`src/rtl/edge_packer_pkg.sv`:
```
// Shared types and helpers for the edge-image bit packer.
// A FIFO entry carries the packed byte plus its end-of-frame marker.
package edge_packer_pkg;

  localparam int ENTRY_W = 9;

  // The Sobel stage emits 0 for edges and 255 for background,
  // so the MSB alone decides the bit.
  function automatic logic edge_bit(input logic [7:0] px);
    return ~px[7];
  endfunction

  function automatic int bytes_per_row(input int cols);
    return (cols + 7) / 8;
  endfunction

endpackage

```
`src/rtl/edge_packer_sync_fifo.sv`:
```
// Synchronous FIFO with a registered output stage that counts toward its capacity.
// rd_valid rises one cycle after the first write into an empty FIFO.
module sync_fifo #(
  parameter int WIDTH = 9,
  parameter int DEPTH = 16
) (
  input  logic             sclk,
  input  logic             rst_n,
  input  logic             push,
  input  logic [WIDTH-1:0] wr_data,
  input  logic             pop,
  output logic [WIDTH-1:0] rd_data,
  output logic             rd_valid,
  output logic             full,
  output logic             empty
);

  localparam int AW = $clog2(DEPTH);

  logic [WIDTH-1:0] mem_r [DEPTH];
  logic [AW-1:0]    wr_ptr_r;
  logic [AW-1:0]    rd_ptr_r;
  logic [AW:0]      mem_cnt_r;
  logic [AW:0]      occ_s;
  logic             take_s;
  logic             load_s;
  logic             wr_en_s;

  // Occupancy includes the output register, so full means DEPTH bytes held in total.
  always_comb begin
    occ_s   = mem_cnt_r + {{AW{1'b0}}, rd_valid};
    full    = (occ_s == (AW+1)'(DEPTH));
    empty   = (occ_s == (AW+1)'(0));
    take_s  = pop & rd_valid;
    load_s  = (mem_cnt_r != (AW+1)'(0)) & (~rd_valid | take_s);
    wr_en_s = push & (~full | take_s);
  end

  // Storage array; contents are meaningless until a pointer covers them.
  always_ff @(posedge sclk) begin
    if (wr_en_s) begin
      mem_r[wr_ptr_r] <= wr_data;
    end
  end

  // Pointers, fill count and output stage.
  always_ff @(posedge sclk or negedge rst_n) begin
    if (!rst_n) begin
      wr_ptr_r  <= AW'(0);
      rd_ptr_r  <= AW'(0);
      mem_cnt_r <= (AW+1)'(0);
      rd_data   <= WIDTH'(0);
      rd_valid  <= 1'b0;
    end else begin
      if (wr_en_s) begin
        wr_ptr_r <= wr_ptr_r + AW'(1);
      end
      mem_cnt_r <= mem_cnt_r + (AW+1)'(wr_en_s) - (AW+1)'(load_s);
      if (load_s) begin
        rd_data  <= mem_r[rd_ptr_r];
        rd_ptr_r <= rd_ptr_r + AW'(1);
        rd_valid <= 1'b1;
      end else if (take_s) begin
        rd_valid <= 1'b0;
      end
    end
  end

endmodule

```
`src/rtl/edge_packer.sv`:
```
// Packs the binarised edge stream into bytes, MSB first, one padded byte group per row,
// and queues the bytes with an end-of-frame marker for the byte transmitter.
module edge_packer
  import edge_packer_pkg::*;
#(
  parameter int COLS       = 318,
  parameter int ROWS       = 718,
  parameter int FIFO_DEPTH = 16
) (
  input  logic       sclk,
  input  logic       rst_n,
  input  logic [7:0] pi_data,
  input  logic       pi_flag,
  output logic [7:0] po_data,
  output logic       po_valid,
  input  logic       po_ready,
  output logic       po_last,
  output logic       frame_done,
  output logic       overflow
);

  localparam int CW = (COLS > 1) ? $clog2(COLS) : 1;
  localparam int RW = (ROWS > 1) ? $clog2(ROWS) : 1;

  logic [CW-1:0]      col_cnt_r;
  logic [RW-1:0]      row_cnt_r;
  logic [2:0]         bit_cnt_r;
  logic [7:0]         shreg_r;
  logic               overflow_r;
  logic               frame_done_r;

  logic               col_last_s;
  logic               row_last_s;
  logic               push_s;
  logic               last_s;
  logic               drop_s;
  logic [7:0]         byte_s;
  logic               fifo_full_s;
  logic               fifo_unused_empty_s;
  logic [ENTRY_W-1:0] fifo_rd_s;

  // Current byte including the pixel arriving this cycle; bits below it are still zero.
  always_comb begin
    col_last_s = (col_cnt_r == CW'(COLS - 1));
    row_last_s = (row_cnt_r == RW'(ROWS - 1));
    byte_s     = shreg_r;
    byte_s[3'd7 - bit_cnt_r] = edge_bit(pi_data);
    push_s     = pi_flag & ((bit_cnt_r == 3'd7) | col_last_s);
    last_s     = col_last_s & row_last_s;
    drop_s     = push_s & fifo_full_s & ~(po_valid & po_ready);
  end

  // Position counters and shift register; they advance even when a byte is dropped.
  always_ff @(posedge sclk or negedge rst_n) begin
    if (!rst_n) begin
      col_cnt_r <= CW'(0);
      row_cnt_r <= RW'(0);
      bit_cnt_r <= 3'd0;
      shreg_r   <= 8'd0;
    end else if (pi_flag) begin
      if (push_s) begin
        shreg_r   <= 8'd0;
        bit_cnt_r <= 3'd0;
      end else begin
        shreg_r   <= byte_s;
        bit_cnt_r <= bit_cnt_r + 3'd1;
      end
      if (col_last_s) begin
        col_cnt_r <= CW'(0);
        row_cnt_r <= row_last_s ? RW'(0) : row_cnt_r + RW'(1);
      end else begin
        col_cnt_r <= col_cnt_r + CW'(1);
      end
    end
  end

  // Status flags: overflow is sticky until reset.
  always_ff @(posedge sclk or negedge rst_n) begin
    if (!rst_n) begin
      overflow_r   <= 1'b0;
      frame_done_r <= 1'b0;
    end else begin
      overflow_r   <= overflow_r | drop_s;
      frame_done_r <= push_s & last_s;
    end
  end

  sync_fifo #(
    .WIDTH (ENTRY_W),
    .DEPTH (FIFO_DEPTH)
  ) u_fifo (
    .sclk     (sclk),
    .rst_n    (rst_n),
    .push     (push_s),
    .wr_data  ({last_s, byte_s}),
    .pop      (po_ready),
    .rd_data  (fifo_rd_s),
    .rd_valid (po_valid),
    .full     (fifo_full_s),
    .empty    (fifo_unused_empty_s)
  );

  assign po_data    = fifo_rd_s[7:0];
  assign po_last    = fifo_rd_s[8];
  assign frame_done = frame_done_r;
  assign overflow   = overflow_r;

endmodule

```
`config.mk`:
```
export PLATFORM = sky130hd
export DESIGN_NAME = edge_packer
export DESIGN_NICKNAME = d
export VERILOG_FILES = /design/src/rtl/edge_packer_pkg.sv /design/src/rtl/edge_packer_sync_fifo.sv /design/src/rtl/edge_packer.sv
export SDC_FILE = /design/constraint.sdc
export NUM_CORES = 1
export LEC_CHECK = 0
export BUFFER_PORTS_ARGS = -buffer_cell sky130_fd_sc_hd__buf_2
export CAP_MARGIN = 10
export CORE_MARGIN = 2
export CORE_UTILIZATION = 25
export DETAILED_ROUTE_END_ITERATION = 10
export PLACE_DENSITY = 0.37
export SLEW_MARGIN = 10
export SYNTH_ARGS = -nofsm -noshare
export SYNTH_HDL_FRONTEND = slang
export SYNTH_SLANG_ARGS = --single-unit
```
`constraint.sdc`:
```
create_clock -name sclk -period 3.24 [get_ports sclk]
set_clock_uncertainty 0.1 [all_clocks]
set_input_delay 0.648 -clock sclk [delete_from_list [all_inputs] [get_ports sclk]]
set_output_delay 0.648 -clock sclk [all_outputs]
set_load 0.03 [all_outputs]
```
==> metrics.txt <==
Setup TNS 0 ns; Synth top area share between 50 and 60%; Final ANT Viol Nets 0; CTS Root Cell clkbuf_16; Final Non-Filler Cells between 1000 and 1500; Rel. slew slack between 40% and 50%; number of global-route vias before repair about 4700; layout cells sized above 1 between 20% and 30%; # DRC 0; flops & latches, synth a little under 200; via count around 4400; DRT Wirelength 18400 µm; status finished, final reports clean; Slew @ Worst Pin 0.790 ns; # hold bufs at CTS 0; worst min path class input port to async pin; Layout fillers 3391; H-Tree Depth 4; WP data arrival roughly 3 ns; DRT Pass-1 Iters 4; minimum clock period approximately 2.9 ns; # setup viols final 0; Max IR drop VDD between 0.4 and 0.5 mV; Crit Path Class flop to flop; count leader, synth edfxtp_1; Sink Count ~200; top post-synthesis cells by area edfxtp_1 51%, dfrtp_1 16%, mux4_2 9.9%, ha_1 3.1%, nand2_1 1.7%; Final GP Congestion between 0.7 and 0.8; Clock Latency Late Sink between 0.4 and 0.5 ns; Final Hold Fails 0; leak pwr 0.00357 µW; Startpoint Class flop; fin nets a little over 600; Synth cell types between 50 and 60; Worst-path clk slew 0.07 ns; number of synthesized flops with an enable pin ~140; maxcap violations 0; Post-CTS Setup Bufs 0; crit share post-route 88.5%; Syn Nets about 560; first-pass GRT wire length roughly 30000 µm; Commonest cells post-synth 144 x edfxtp_1, 55 x dfrtp_1, 38 x nand2_1, 37 x mux4_2, 24 x o21ai_0; PortBufs 16; ANT cells 0; chip height between 150 and 200 µm; RSZ-0062 raised after global routing no; CP endpoint kind flop; GRT Util Overall 11.1%; WP data required ~3.5 ns; Power Dens Cells 823 nW/µm²; Overflow after GRT 0; hpwl dp 12200 µm; Core Rows 67; largest net degree at the start of global routing 32; core area about 33000 µm²; largest area contributor in the netlist edfxtp_1; Main synth FF type edfxtp_1; Yosys warning count 0; post-synth design cell area around 8400 µm²; initial antenna violation count 0; crit path max fanout 6; Slew Viols, Final 0; Syn Area/Cell around 16 µm²; area grow syn2layout 16.2%; die width 188 µm; Peak Freq ~350 MHz; CTS tree built; initial core utilization 25.2%; initial drt markers between 300 and 400; cts repair resizes 0; Die Area between 30000 and 40000 µm²; share of async-settable or async-resettable flops after synthesis roughly 28%; Post-Synthesis Cells roughly 530; TritonCTS Buffers 17; sequential share of the synthesized area between 60% and 70%; DP Cell Count 1000; # IOs 24; clock buffer depth 2; Via-to-Cell Ratio between 4 and 5; WL/cell 17.8 µm
[sequential cells by signal (all words and copies together), names as in the netlist, 3 cells and up]
name,flops
u_fifo.mem_r,144
row_cnt_r,10
col_cnt_r,9
u_fifo.rd_data,9
shreg_r,8
u_fifo.mem_cnt_r,5
u_fifo.rd_ptr_r,4
u_fifo.wr_ptr_r,4
bit_cnt_r,3
[layer usage]
metal	vias up	part of all wire (%)	global-route usage (%)
met2	44	47	17.4
met5	-	0	0
met4	0	0.84	2.70
met3	14	3.0	2.56
met1	2252	49	15.6
li1	2125	-	-
[final timing paths]
check / start / cells past startpoint / endpoint / slack (ns)
max in group asynchronous: rst_n / 2 / u_fifo.mem_cnt_r[3] / 1.98
min reg2reg: row_cnt_r[9] / 1 / row_cnt_r[9] / 0.38
max: col_cnt_r[1] / 13 / u_fifo.mem_cnt_r[4] / 0.37
min in group sclk: row_cnt_r[9] / 1 / row_cnt_r[9] / 0.38
min: rst_n / 1 / col_cnt_r[8] / 0.18
max reg2reg: col_cnt_r[1] / 13 / u_fifo.mem_cnt_r[4] / 0.37
[cells by family (layout without fill, tap and decap cells)]
logic type,Yosys count,after routing,synth area share [%]
flip-flops,199,199,67.7
AND/OR/NAND/NOR,129,129,8.17
AO/OA/AOI/OAI,65,65,5.22
multiplexers,51,51,11.7
buffers and inverters,46,105,2.44
adder cells (fa/ha/maj),22,22,3.36
XOR/XNOR,13,13,1.44
[report_power, final]
group / switching, µW / internal, µW / total (µW)
combinational: 1260 / 1060 / 2320
sequential: 398 / 3260 / 3660
clock: 995 / 1080 / 2070
[metrics by stage]
| stage | worst slack [ns] | area (µm²) | hold slack (ns) | util (%) | power, µW |
|---|---|---|---|---|---|
| 2_1_floorplan | 0.383 | 8420 | 0.252 | - | 5270 |
| 3_3_place_gp | 0.335 | 9220 | 0.356 | 27.6 | 6040 |
| 3_5_place_dp | 0.339 | 9220 | 0.360 | 27.6 | 6100 |
| 4_1_cts | 0.328 | 9790 | 0.213 | 29.3 | 8210 |
| 5_1_grt | 0.0745 | 9790 | 0.234 | 29.3 | 8590 |
| 6_report | 0.372 | 9790 | 0.181 | 29.3 | 8050 |
[cell usage in the layout (no fill, tap or decap), drive strengths merged, types with 3 or more instances in the layout]
| cell | n |
|---|---|
| a21o | 3 |
| a21oi | 6 |
| a22o | 10 |
| a22oi | 5 |
| and3 | 20 |
| buf | 52 |
| clkbuf | 17 |
| clkinv | 5 |
| clkinvlp | 3 |
| dfrtp | 55 |
| edfxtp | 144 |
| ha | 21 |
| inv | 27 |
| mux2 | 8 |
| mux2i | 6 |
| mux4 | 37 |
| nand2 | 39 |
| nand2b | 3 |
| nand3 | 18 |
| nand3b | 4 |
| nand4 | 8 |
| nor2 | 12 |
| nor2b | 4 |
| nor3 | 7 |
| nor3b | 3 |
| o21ai | 24 |
| o31ai | 5 |
| or2 | 3 |
| xnor2 | 10 |
| xor2 | 3 |
[worst max-delay path, stage by stage, from the launching register on]
cell and delay (ns):
dfrtp_1 0.44, inv_1 0.10, ha_1 0.13, nor4bb_1 0.36, a31oi_1 0.21, a211oi_2 0.35
ha_1 0.23, inv_1 0.06, fa_1 0.40, inv_1 0.07, a21oi_1 0.06, nor2_1 0.09
nor2_1 0.06, xnor2_1 0.11
[area by class of cell]
class                   instances  area (µm²)  area share (%)
inverters                      21        78.8           0.805
clock buffers                  17         425            4.35
flip-flops and latches        199        5700            58.3
well taps                     448         561            5.73
multi-input cells             280        2530            25.8
clock inverters                15         143            1.46
repair buffers                 52         350            3.58
No activity file was read; power rests on OpenSTA's default activity.
